<file path="src/rtl/kros_pkg.sv">
// Shared KROS pushbutton definitions: button encoding, FSM states, default timing.
package kros_pkg;

   localparam int unsigned BTN_W   = 2;
   localparam int unsigned COUNT_W = 4;
   localparam int unsigned NUM_BTN = 4;

   localparam logic [BTN_W-1:0] BTN_FREQ_UP = 2'd0;
   localparam logic [BTN_W-1:0] BTN_FREQ_DN = 2'd1;
   localparam logic [BTN_W-1:0] BTN_SEQ_UP  = 2'd2;
   localparam logic [BTN_W-1:0] BTN_SEQ_DN  = 2'd3;

   localparam int unsigned DEF_HOLD_CYCLES = 50;
   localparam int unsigned DEF_GAP_CYCLES  = 100;
   localparam int unsigned DEF_CNT_W       = 16;

   typedef enum logic [1:0] {
      ST_IDLE  = 2'd0,
      ST_PRESS = 2'd1,
      ST_GAP   = 2'd2
   } state_t;

   // Active-low line vector with only the selected button pulled low.
   function automatic logic [NUM_BTN-1:0] btn_mask(input logic [BTN_W-1:0] btn);
      logic [NUM_BTN-1:0] m;
      m      = '1;
      m[btn] = 1'b0;
      return m;
   endfunction

endpackage

</file>
<file path="src/rtl/pb_press_gen_if.sv">
// Command handshake between a press source and pb_press_gen.
interface pb_press_gen_if;
   import kros_pkg::*;

   logic               cmd_valid;
   logic               cmd_ready;
   logic [BTN_W-1:0]   cmd_btn;
   logic [COUNT_W-1:0] cmd_count;
   logic               abort;

   modport master (
      output cmd_valid,
      output cmd_btn,
      output cmd_count,
      output abort,
      input  cmd_ready
   );

   modport slave (
      input  cmd_valid,
      input  cmd_btn,
      input  cmd_count,
      input  abort,
      output cmd_ready
   );
endinterface

</file>
<file path="src/rtl/pb_phase_timer.sv">
// Loadable down-counter shared by the PRESS and GAP phases.
module pb_phase_timer #(
   parameter int unsigned CNT_W = 16
) (
   input  logic             clk,
   input  logic             reset,
   input  logic             load,
   input  logic             en,
   input  logic [CNT_W-1:0] load_val,
   output logic             zero_c
);

   logic [CNT_W-1:0] cnt_q;

   // Load takes priority; decrement stops at zero.
   always_ff @(posedge clk) begin
      if (reset) begin
         cnt_q <= '0;
      end else if (load) begin
         cnt_q <= load_val;
      end else if (en && (cnt_q != '0)) begin
         cnt_q <= cnt_q - CNT_W'(1);
      end
   end

   assign zero_c = (cnt_q == '0);

endmodule

</file>
<file path="src/rtl/pb_press_gen.sv">
// KROS pushbutton transmitter: turns a valid/ready command into timed active-low presses.
module pb_press_gen
   import kros_pkg::*;
#(
   parameter int unsigned HOLD_CYCLES = DEF_HOLD_CYCLES,
   parameter int unsigned GAP_CYCLES  = DEF_GAP_CYCLES,
   parameter int unsigned CNT_W       = DEF_CNT_W
) (
   input  logic               CLK_50,
   input  logic               reset,
   pb_press_gen_if.slave      cmd,
   output logic               pb_freq_up,
   output logic               pb_freq_dn,
   output logic               pb_seq_up,
   output logic               pb_seq_dn,
   output logic               busy,
   output logic               done,
   output logic [COUNT_W-1:0] press_cnt
);

   // Timer counts down to zero, so a phase of N cycles loads N-1.
   localparam logic [CNT_W-1:0] HOLD_LD = CNT_W'(HOLD_CYCLES - 1);
   localparam logic [CNT_W-1:0] GAP_LD  = CNT_W'(GAP_CYCLES - 1);
   localparam logic [COUNT_W-1:0] CNT_MAX = '1;

   state_t               state_q, state_n;
   logic [BTN_W-1:0]     btn_q, btn_n;
   logic [COUNT_W-1:0]   rem_q, rem_n;
   logic [COUNT_W-1:0]   press_cnt_n;
   logic                 done_n;
   logic [NUM_BTN-1:0]   pb_q, pb_n;
   logic                 ready_q;
   logic                 busy_q;

   logic                 tmr_load;
   logic                 tmr_en;
   logic [CNT_W-1:0]     tmr_val;
   logic                 tmr_zero_c;

   pb_phase_timer #(.CNT_W(CNT_W)) u_timer (
      .clk      (CLK_50),
      .reset    (reset),
      .load     (tmr_load),
      .en       (tmr_en),
      .load_val (tmr_val),
      .zero_c   (tmr_zero_c)
   );

   // State and registered outputs; every output follows the next state.
   always_ff @(posedge CLK_50) begin
      if (reset) begin
         state_q   <= ST_IDLE;
         btn_q     <= '0;
         rem_q     <= '0;
         press_cnt <= '0;
         done      <= 1'b0;
         pb_q      <= '1;
         ready_q   <= 1'b1;
         busy_q    <= 1'b0;
      end else begin
         state_q   <= state_n;
         btn_q     <= btn_n;
         rem_q     <= rem_n;
         press_cnt <= press_cnt_n;
         done      <= done_n;
         pb_q      <= pb_n;
         ready_q   <= (state_n == ST_IDLE);
         busy_q    <= (state_n != ST_IDLE);
      end
   end

   // Next-state, timer control and next output values.
   always_comb begin
      state_n     = state_q;
      btn_n       = btn_q;
      rem_n       = rem_q;
      press_cnt_n = press_cnt;
      done_n      = 1'b0;
      tmr_load    = 1'b0;
      tmr_en      = 1'b0;
      tmr_val     = HOLD_LD;

      unique case (state_q)
         ST_IDLE: begin
            // abort is meaningless here; a pending command always wins
            if (cmd.cmd_valid) begin
               press_cnt_n = '0;
               if (cmd.cmd_count == '0) begin
                  done_n = 1'b1;
               end else begin
                  btn_n    = cmd.cmd_btn;
                  rem_n    = cmd.cmd_count;
                  tmr_load = 1'b1;
                  tmr_val  = HOLD_LD;
                  state_n  = ST_PRESS;
               end
            end
         end
         ST_PRESS: begin
            if (cmd.abort) begin
               // partial hold is dropped, not counted
               state_n = ST_IDLE;
               done_n  = 1'b1;
            end else if (tmr_zero_c) begin
               if (press_cnt != CNT_MAX) begin
                  press_cnt_n = press_cnt + COUNT_W'(1);
               end
               if (rem_q != '0) begin
                  rem_n = rem_q - COUNT_W'(1);
               end
               tmr_load = 1'b1;
               tmr_val  = GAP_LD;
               state_n  = ST_GAP;
            end else begin
               tmr_en = 1'b1;
            end
         end
         ST_GAP: begin
            if (cmd.abort) begin
               state_n = ST_IDLE;
               done_n  = 1'b1;
            end else if (tmr_zero_c) begin
               if (rem_q != '0) begin
                  tmr_load = 1'b1;
                  tmr_val  = HOLD_LD;
                  state_n  = ST_PRESS;
               end else begin
                  state_n = ST_IDLE;
                  done_n  = 1'b1;
               end
            end else begin
               tmr_en = 1'b1;
            end
         end
         default: begin
            state_n = ST_IDLE;
         end
      endcase

      pb_n = '1;
      if (state_n == ST_PRESS) begin
         pb_n = btn_mask(btn_n);
      end
   end

   assign cmd.cmd_ready = ready_q;
   assign busy          = busy_q;
   assign pb_freq_up    = pb_q[BTN_FREQ_UP];
   assign pb_freq_dn    = pb_q[BTN_FREQ_DN];
   assign pb_seq_up     = pb_q[BTN_SEQ_UP];
   assign pb_seq_dn     = pb_q[BTN_SEQ_DN];

endmodule
</file>
<file path="src/flat_wrapper.sv">
// flat-port wrapper written by rule: the top's interface ports become plain ports
module pb_press_gen_flat import kros_pkg::*;
#(
   parameter int unsigned HOLD_CYCLES = DEF_HOLD_CYCLES,
   parameter int unsigned GAP_CYCLES  = DEF_GAP_CYCLES,
   parameter int unsigned CNT_W       = DEF_CNT_W
)
  (CLK_50, reset, pb_freq_up, pb_freq_dn, pb_seq_up, pb_seq_dn, busy, done, press_cnt, cmd_cmd_valid, cmd_cmd_btn, cmd_cmd_count, cmd_abort, cmd_cmd_ready);
  pb_press_gen_if cmd_i ();
  input  logic CLK_50;
  input  logic reset;
  output logic pb_freq_up;
  output logic pb_freq_dn;
  output logic pb_seq_up;
  output logic pb_seq_dn;
  output logic busy;
  output logic done;
  output logic [COUNT_W-1:0] press_cnt;
  input wire logic [$bits(cmd_i.cmd_valid)-1:0] cmd_cmd_valid;
  input wire logic [$bits(cmd_i.cmd_btn)-1:0] cmd_cmd_btn;
  input wire logic [$bits(cmd_i.cmd_count)-1:0] cmd_cmd_count;
  input wire logic [$bits(cmd_i.abort)-1:0] cmd_abort;
  output wire logic [$bits(cmd_i.cmd_ready)-1:0] cmd_cmd_ready;
  assign cmd_i.cmd_valid = cmd_cmd_valid;
  assign cmd_i.cmd_btn = cmd_cmd_btn;
  assign cmd_i.cmd_count = cmd_cmd_count;
  assign cmd_i.abort = cmd_abort;
  assign cmd_cmd_ready = cmd_i.cmd_ready;
  pb_press_gen #(.HOLD_CYCLES(HOLD_CYCLES), .GAP_CYCLES(GAP_CYCLES), .CNT_W(CNT_W)) u_core (.CLK_50(CLK_50), .reset(reset), .cmd(cmd_i), .pb_freq_up(pb_freq_up), .pb_freq_dn(pb_freq_dn), .pb_seq_up(pb_seq_up), .pb_seq_dn(pb_seq_dn), .busy(busy), .done(done), .press_cnt(press_cnt));
endmodule
</file>
<file path="config.mk">
export PLATFORM = sky130hd
export DESIGN_NAME = pb_press_gen_flat
export DESIGN_NICKNAME = d
export VERILOG_FILES = /design/src/rtl/kros_pkg.sv /design/src/rtl/pb_press_gen_if.sv /design/src/rtl/pb_phase_timer.sv /design/src/rtl/pb_press_gen.sv /design/src/flat_wrapper.sv
export SDC_FILE = /design/constraint.sdc
export NUM_CORES = 1
export LEC_CHECK = 0
export BUFFER_PORTS_ARGS = -buffer_cell sky130_fd_sc_hd__buf_2
export CAP_MARGIN = 20
export CORE_MARGIN = 10
export CORE_UTILIZATION = 45
export DETAILED_ROUTE_END_ITERATION = 7
export PLACE_DENSITY = 0.63
export SETUP_SLACK_MARGIN = 0.3
export SYNTH_ARGS = -nofsm -noshare
export SYNTH_HDL_FRONTEND = slang
export SYNTH_SLANG_ARGS = --single-unit
</file>
<file path="constraint.sdc">
create_clock -name CLK_50 -period 5.51 [get_ports CLK_50]
set_input_delay 0.551 -clock CLK_50 [delete_from_list [all_inputs] [get_ports CLK_50]]
set_output_delay 0.551 -clock CLK_50 [all_outputs]
set_load 0.005 [all_outputs]
</file>
# ---- Word-level counts from Yosys, hierarchy flattened
# Cells that the tools add are included.
# W data, S select, Z words.
dict set report op_classes {
  add_sub_neg 3
  n_mul 0
  n_div 0
  order_cmp 2
  n_eq_ne 10
  shift 0
  muxes 47
  n_bitwise 2
  reduce_logical 15
}
# operator count
set ops {}
lappend ops {{$mux W16} 4}
lappend ops {{$mux W4} 9}
lappend ops {{$mux W1} 18}
lappend ops {{$mux W2} 9}
lappend ops {{$logic_not A16 Y1} 1}
lappend ops {{$pmux W4 S2} 2}
lappend ops {{$reduce_bool A16 Y1} 1}
lappend ops {{$sub A16 B1 Y16 const B} 1}
lappend ops {{$mux W7} 1}
lappend ops {{$ne A2 B1 Y1 const B} 3}
lappend ops {{$ne A2 B2 Y1 const B} 3}
lappend ops {{$pmux W1 S3} 2}
lappend ops {{$pmux W2 S3} 1}
lappend ops {{$reduce_and A6 Y1} 1}
lappend ops {{$reduce_bool A2 Y1} 3}
lappend ops {{$reduce_and A5 Y1} 1}
lappend ops {{$add A4 B1 Y4 const B} 1}
lappend ops {{$eq A2 B1 Y1 const B} 2}
lappend ops {{$logic_not A2 Y1} 2}
lappend ops {{$logic_not A4 Y1} 1}
lappend ops {{$ne A4 B4 Y1 const B} 1}
lappend ops {{$not A4 Y4} 1}
lappend ops {{$reduce_bool A4 Y1} 1}
lappend ops {{$reduce_or A2 Y1} 2}
lappend ops {{7 further kinds} 8}
dict set report totals {
  regBits 35
  latch_bits 0
  ram_bits 0
  romBits 0
  inputBits 10
  out_inout_bits 11
  elab_cells 88
  n_memories 0
}

# ---- Longest topological paths before layout
# Gate-level depths: netlist of run 1.
dict set report depth {
  ltp_word 9
  mapped_depth 8
  ltp_nobuf 7
}

# ---- Hierarchy
# A second synthesis of run 1 with hierarchy kept.
dict set report hier_totals {
  cells_unflattened 247
  hier_area_um2 2029.4
}
# module n_inst cells_each area_per_inst_um2 seq_area_each_um2
set modules_own_cells {}
lappend modules_own_cells {pb_press_gen 1 133 1084.8 380.4}
lappend modules_own_cells {pb_phase_timer 1 114 944.7 320.3}

# ---- Least setup slack after synthesis of run 1
# OpenSTA, ideal clock, no wires.
dict set report synth_timing {
  kind {register to register}
  startpoint {reg u_core.state_q[1]}
  endpoint {reg u_core.u_timer.cnt_q[14]}
  setup_time_ps 70
  t_arrival_ps 2143
  t_required_ps 5440
  path_slack_ps 3298
  stages_incl_launch_ff 8
  path_buffers 0
  period_less_slack_ps 2212
  cell_sequence {dfxtp_1 -> inv_1 -> ha_1 -> nor2b_1 -> nand3_1 -> or3b_4 -> or4b_1 -> a21oi_1}
}
dict set report synth_between {
  elab_chain_cells 5
  elab_cells_between_ends 10
  cone_classes {eq/ne (2); mux (4); reduce/logical (4)}
}
# item line
set synth_lines {}
lappend synth_lines {{start, declared} pb_press_gen.sv:26} ;# state_t state_q, state_n;
lappend synth_lines {{start signal, assigned} pb_press_gen.sv:61} ;# state_q <= state_n;
lappend synth_lines {{$eq A2 B1 Y1 or $eq A2 B2 Y1 (tied branches)} pb_press_gen.sv:83} ;# unique case (state_q)
lappend synth_lines {{$reduce_or A2 Y1 (no source line)} -}
lappend synth_lines {{$mux W1} -}
lappend synth_lines {{$logic_and A1 B1 Y1} pb_phase_timer.sv:21} ;# end else if (en && (cnt_q != '0)) begin
lappend synth_lines {{$reduce_bool A2 Y1 (no source line)} -}
lappend synth_lines {{end signal, assigned} pb_phase_timer.sv:20} ;# cnt_q <= load_val;
lappend synth_lines {{end signal, assigned} pb_phase_timer.sv:22} ;# cnt_q <= cnt_q - CNT_W'(1);
lappend synth_lines {{end, declared} pb_phase_timer.sv:13} ;# logic [CNT_W-1:0] cnt_q;
# Parallel ways exist; a longest one is shown, timed or not.
# A chain may end at the register's enable or synchronous reset.

# ---- Worst setup path in the final report of run 1
dict set report layout_timing {
  startpoint {reg u_core.u_timer.cnt_q[0]}
  endpoint {reg u_core.u_timer.cnt_q[9]}
}
dict set report layout_between {
  elab_chain_cells 6
  elab_cells_between_ends 15
  cone_classes {add/sub (1); mux (10); reduce/logical (4)}
}
# item
set layout_lines {}
lappend layout_lines {{branches (longest 6 deep; another with $sub A16 B1 Y16)}}
# Several ways; the timed one is not identified. The select of a mux whose other input is x is not followed.

==> impl_metrics.env, run 1 <==
export IMPL_ant_nets=0
export IMPL_finalCoreUtilization=0.519
export IMPL_die_w_um=84.2
export IMPL_grt_usage=0.115
export IMPL_worst_hold_slack_ps=488
export IMPL_grt_pass1_vias=1568
export IMPL_synth_nets=235
export IMPL_port_buffers=20
export IMPL_total_leakage_power_uw=0.000786
export IMPL_cp_start_kind="flop"
export IMPL_wirelength_um=4100
export IMPL_skew_ps=9.41
export IMPL_synth_top_area_cell="dfxtp_1"
export IMPL_cts_buffers=5
export IMPL_fin_tns_setup_ps=0
export IMPL_critPathKind="flop to flop"
export IMPL_hold_path_class="flop to flop"
export IMPL_fin_total_pwr_uw=677
export IMPL_status="finished clean"
export IMPL_die_h_um=84.2
export IMPL_cp_arrival_ps=2780
export IMPL_reg2reg_slack_ps=2870
export IMPL_insertion_delay_ps=290
export IMPL_final_nets=256
export IMPL_fmax_mhz=379
export IMPL_grt_start_max_net_pins=17
export IMPL_relSlewSlack=0.605
export IMPL_ys_warnings_count=0
export IMPL_grt_pass1_wl_um=6970
export IMPL_diodes=0
export IMPL_ys_seq_area_frac=0.378
export IMPL_row_count=23
export IMPL_synth_top_family_by_area="simple AND/OR/NAND/NOR gates"
export IMPL_async_flop_share=0
export IMPL_dp_hpwl_um=3020
export IMPL_synth_edf_count=0
export IMPL_core_area_um2=4000
export IMPL_synth_lib_cells_used_distinct=49
export IMPL_worstPathRequired_ps=5660
export IMPL_final_common_cell="dfxtp_1"
export IMPL_yosysTopAreaCellShare=0.378
export IMPL_period_needed_ps=2640
export IMPL_synth_cell_area_um2=1850
export IMPL_synth_simple_area_share=0.303
export IMPL_setup_viol=0
export IMPL_synth_xor_area_frac=0.0520
export IMPL_overflow=0
export IMPL_timing_rr_start="u_core.u_timer.cnt_q[0]"
export IMPL_hold_viol_final=0
export IMPL_dr_first_iter_drc_count=63
export IMPL_clockBufferDepth=2
export IMPL_start_util=0.463
export IMPL_rsz0062_at_grt="false"
export IMPL_first_pass_iters=4
export IMPL_synth_area_per_cell_um2=8.54
export IMPL_post_cts_resized=0
export IMPL_worst_slew_pin_slew_ps=590
export IMPL_wire_per_inst_um=14.2
export IMPL_synthMuxAreaShare=0.0223
export IMPL_power_density_nw_per_um2=326
export IMPL_post_cts_buffers=0
export IMPL_hold_buffers=0
export IMPL_io_pins=21
export IMPL_synth_ff_type="dfxtp_1"
export IMPL_place_congestion=0.782
export IMPL_drcViolationCount=0
export IMPL_cp_startpoint="u_core.u_timer.cnt_q[0]"
export IMPL_tritoncts="yes"
export IMPL_synth_area_leaders="dfxtp_1 (38%), nor2_1 (5.5%), ha_1 (5.4%)"
export IMPL_synth_compound_area_frac=0.161
export IMPL_num_vias=1622
export IMPL_htree_levels=2
export IMPL_maxCapViolations=0
export IMPL_worstSetupEndpointType="flop"
export IMPL_final_max_slew_viol_count=0
export IMPL_path_clk_slew_ps=70
export IMPL_area_growth_syn_to_layout_pct=12.0
export IMPL_hold_path_depth=2
export IMPL_antenna_found_initial=0
export IMPL_cts_sinks=35
export IMPL_dieArea_um2=7080
export IMPL_synth_fa_ha_area_frac=0.0540
export IMPL_final_cell_mix="dfxtp_1 (35), nor2_1 (27), buf_2 (20), a21oi_1 (14), o21ai_0 (12)"
export IMPL_r2r_cells=7
export IMPL_period_share=0.478
export IMPL_cts_root_buf="clkbuf_8"
export IMPL_hold_path_startpoint="u_core.u_timer.cnt_q[14]"
export IMPL_vias_per_cell=5.61
export IMPL_vdd_drop_max_mv=0.159
export IMPL_syn_inst=217
export IMPL_layout_drive_gt1_share=0.167
export IMPL_crit_fanout=13
export IMPL_ys_ff_latch=35
[metrics by stage]
step / setup WS (ps) / instances / cell area (um^2)
6_report: 2870 / 289 / 2070
3_3_place_gp: 3030 / 281 / 1990
3_5_place_dp: 2900 / 281 / 1990
4_1_cts: 2870 / 289 / 2070
2_1_floorplan: 3300 / 217 / 1850
5_1_grt: 2550 / 289 / 2070
[per-layer routing]
layer	vias to the layer above	global-route usage	wire, um	share of wire
met1	753	0.125	1850	0.45
met4	0	0.0350	19	0.0046
li1	835	-	-	-
met5	-	0	0	0
met3	2	0.0454	216	0.053
met2	32	0.200	2020	0.49
[worst paths after layout]
check                             endpoint
setup reg to reg   u_core.u_timer.cnt_q[9]
setup / recovery   u_core.u_timer.cnt_q[9]
hold reg to reg   u_core.u_timer.cnt_q[14]
hold / removal    u_core.u_timer.cnt_q[14]
[layout make-up]
class,instances,area [um^2]
Clock inverter,3,15.0
Fill cell,395,1930
Inverter,8,30.0
Sequential cell,35,701
Tap cell,50,62.6
Timing Repair Buffer,20,100
Multi-Input combinational cell,168,1100
Clock buffer,5,68.8
[kinds of logic (layout without fill, tap and decap cells)]
group / Yosys count / after routing
AND/OR/NAND/NOR: 98 / 98
AO/OA/AOI/OAI: 47 / 47
flip-flops: 35 / 35
buffers and inverters: 14 / 36
XOR/XNOR: 11 / 11
adder cells (fa/ha/maj): 8 / 8
multiplexers: 4 / 4
[cells in the mapped netlist, types with 4 or more instances]
| cell type | instances |
|---|---|
| nand3_1 | 11 |
| nand2_1 | 11 |
| or3_1 | 4 |
| dfxtp_1 | 35 |
| inv_1 | 8 |
| o21ai_0 | 12 |
| xor2_1 | 6 |
| a21oi_1 | 14 |
| nor2_1 | 27 |
| ha_1 | 8 |
| xnor2_1 | 5 |
| or2_2 | 4 |
| nor4_1 | 7 |
| clkbuf_1 | 4 |
| nor3_1 | 7 |
[critical path: stages, from the launching register on]
cell and delay, ps:
dfxtp_1 330, inv_1 110, ha_1 150, nor4b_2 290, nand4_1 540, nor4_1 490, or3_1 450, o32ai_1 140
[where the power goes]
group | switching, uW | internal (uW)
Sequential | 22.0 | 276
Clock | 95.7 | 86.5
Combinational | 118 | 78.4
[flip-flops by register name (all words and copies together), names as in the netlist]
| name | cells |
|---|---|
| u_core.btn_q | 2 |
| u_core.busy | 1 |
| u_core.cmd.cmd_ready | 1 |
| u_core.done | 1 |
| u_core.pb_q | 4 |
| u_core.press_cnt | 4 |
| u_core.rem_q | 4 |
| u_core.state_q | 2 |
| u_core.u_timer.cnt_q | 16 |
No activity file was read; power rests on OpenSTA's default activity.
==> inputs of run 2 (changes only) <==
--- a/config.mk
+++ b/config.mk
@@ -5,12 +5,13 @@
 export SDC_FILE = /design/constraint.sdc
 export NUM_CORES = 1
 export LEC_CHECK = 0
+export ABC_AREA = 1
 export BUFFER_PORTS_ARGS = -buffer_cell sky130_fd_sc_hd__buf_2
 export CAP_MARGIN = 20
 export CORE_MARGIN = 10
 export CORE_UTILIZATION = 45
 export DETAILED_ROUTE_END_ITERATION = 7
-export PLACE_DENSITY = 0.63
+export PLACE_DENSITY = 0.65
 export SETUP_SLACK_MARGIN = 0.3
 export SYNTH_ARGS = -nofsm -noshare
 export SYNTH_HDL_FRONTEND = slang
==> constraint.sdc (replaced) <==
create_clock -name CLK_50 -period 2.2 [get_ports CLK_50]
set_input_delay 0.22 -clock CLK_50 [delete_from_list [all_inputs] [get_ports CLK_50]]
set_output_delay 0.22 -clock CLK_50 [all_outputs]
set_load 0.005 [all_outputs]
==> run 2 against run 1 <==
- register-to-register slack lost 2400 ps
- critical path depth is the same
- global-route usage grew 0.062 points
==> impl_metrics.env, run 2 <==
export IMPL_final_nets=310
export IMPL_diodes=0
export IMPL_cp_arrival_ps=1880
export IMPL_maxCapViolations=0
export IMPL_antenna_found_initial=0
export IMPL_clockBufferDepth=2
export IMPL_synth_top_area_cell="dfxtp_1"
export IMPL_synth_lib_cells_used_distinct=38
export IMPL_first_pass_iters=5
export IMPL_ant_nets=0
export IMPL_path_clk_slew_ps=80
export IMPL_overflow=0
export IMPL_total_leakage_power_uw=0.00103
export IMPL_die_w_um=85.7
export IMPL_ys_warnings_count=0
export IMPL_num_vias=1711
export IMPL_ys_seq_area_frac=0.361
export IMPL_vias_per_cell=4.99
export IMPL_relSlewSlack=0.669
export IMPL_period_share=0.777
export IMPL_synth_most_common_cell="nand2_1"
export IMPL_layoutNonFillerInstCount=343
export IMPL_tritoncts="yes"
export IMPL_yosysTopAreaCellShare=0.361
export IMPL_dp_hpwl_um=3030
export IMPL_hold_path_class="primary input to flop"
export IMPL_dr_first_iter_drc_count=108
export IMPL_synth_edf_count=0
export IMPL_finalCoreUtilization=0.545
export IMPL_final_max_slew_viol_count=0
export IMPL_cp_start_kind="flop"
export IMPL_final_common_cell="nand2_1"
export IMPL_async_flop_share=0
export IMPL_io_pins=21
export IMPL_top_register="u_core.u_timer.cnt_q"
export IMPL_start_util=0.475
export IMPL_synth_area_per_cell_um2=7.37
export IMPL_fmax_mhz=585
export IMPL_final_cell_mix="nand2_1 (45), dfxtp_1 (34), inv_1 (32), nor2_1 (30), buf_2 (20)"
export IMPL_drcViolationCount=0
export IMPL_rsz0062_at_grt="false"
export IMPL_grt_met1_usage=0.149
export IMPL_critPathKind="flop to flop"
export IMPL_worst_slew_pin_slew_ps=491
export IMPL_largest_reg_flops=16
export IMPL_die_h_um=85.7
export IMPL_place_congestion=0.872
export IMPL_wirelength_um=4060
export IMPL_grt_pass1_wl_um=7140
export IMPL_cts_buffers=5
export IMPL_row_count=23
export IMPL_area_growth_syn_to_layout_pct=14.9
export IMPL_dpl_worst_slack_ps=411
export IMPL_power_density_nw_per_um2=807
export IMPL_ys_top_cells_by_count="nand2_1 (46), dfxtp_1 (35), inv_1 (34)"
export IMPL_setup_viol=0
export IMPL_hold_viol_final=0
export IMPL_worstSetupEndpointType="flop"
export IMPL_layout_drive_gt1_share=0.222
export IMPL_synth_cell_area_um2=1940
export IMPL_syn_inst=263
export IMPL_dieArea_um2=7340
export IMPL_wire_per_inst_um=11.8
export IMPL_grt_usage=0.116
export IMPL_crit_fanout=6
export IMPL_period_needed_ps=1710
export IMPL_post_place_cells=330
export IMPL_fin_area_um2=2230
export IMPL_insertion_delay_ps=290
export IMPL_grt_pass1_vias=1621
export IMPL_port_buffers=20
export IMPL_fillers=406
export IMPL_place_area_um2=2080
export IMPL_skew_ps=5.71
export IMPL_met3_usage=0.0482
export IMPL_synth_nets=281
export IMPL_status="finished clean"
export IMPL_ys_ff_latch=35
export IMPL_grt_busiest_layer="met2"
export IMPL_fin_ws_ps=491
export IMPL_htree_levels=2
export IMPL_vdd_drop_max_mv=0.526
export IMPL_fin_tns_setup_ps=0
export IMPL_grt_start_max_net_pins=14
export IMPL_worstPathRequired_ps=2370
export IMPL_synth_ff_type="dfxtp_1"
export IMPL_core_area_um2=4090
export IMPL_cts_sinks=35
export IMPL_cts_root_buf="clkbuf_8"
export IMPL_synth_area_leaders="dfxtp_1 (36%), nand2_1 (8.9%), inv_1 (6.6%)"
export IMPL_use_met2=0.164
run 2: kinds of logic (layout without fill, tap and decap cells):
family,Yosys count,count (layout),synth area share
simple gates,131,132,0.339
compound gates,39,39,0.116
buf+inv,39,68,0.0819
flops,35,35,0.361
xor+xnor,11,11,0.0497
fa+ha+maj,8,8,0.0516
run 2: final timing paths:
| kind | slack [ps] | cells past startpoint | endpoint | startpoint |
|---|---|---|---|---|
| worst max-delay path | 490 | 7 | u_core.pb_q[0] | u_core.state_q[0] |
| worst min-delay path | 190 | 3 | u_core.rem_q[3] | cmd_cmd_count[3] |
| worst max register to register | 490 | 7 | u_core.pb_q[0] | u_core.state_q[0] |
| worst min register to register | 480 | 2 | u_core.rem_q[1] | u_core.rem_q[1] |
run 2: what timing repair did:
| item | 4_1_cts | 5_1_grt |
|---|---|---|
| hold buffers | 0 | 0 |
| setup endpoints to repair | 0 | 15 |
| hold endpoints to repair | 0 | 0 |
| resized for setup | 0 | 7 |
| setup buffers | 0 | 4 |
run 2: cell type report:
cell class                      instances  area, um^2  area share
Inverter                               35         131      0.0590
Clock inverter                          3        23.8      0.0107
Tap cell                               50        62.6      0.0281
Timing Repair Buffer                   25         138      0.0618
Sequential cell                        35         702       0.315
Clock buffer                            5        68.8      0.0309
Multi-Input combinational cell        190        1100       0.495
run 2: power breakdown:
group / leakage (uW) / internal, uW / switching (uW)
Combinational: 0.000704 / 220 / 362
Sequential: 0.000286 / 695 / 45.0
Clock: 0.0000408 / 226 / 250
Total: 0.00103 / 1140 / 657
run 2: metrics by stage:
step / total power [uW] / hold slack, ps
after floorplan: 1190 / 381
after CTS: 1790 / 193
after global routing: 1940 / 220
after global placement: 1300 / 464
after detailed placement: 1310 / 470
final: 1800 / 194
run 2: routing by layer:
layer | share of wire | up-vias | wire (um)
met5 | 0 | - | 0
met4 | 0.0094 | 0 | 38
met3 | 0.076 | 5 | 308
met2 | 0.42 | 38 | 1720
met1 | 0.49 | 750 | 1990
li1 | - | 918 | -
run 2: critical path: stages, from the launching register on:
cell     delay, ps
dfxtp_1        340
inv_1          110
ha_1           220
nand3_1        200
o21ai_0        430
inv_1          100
nor2_2         140
nand2_1         50
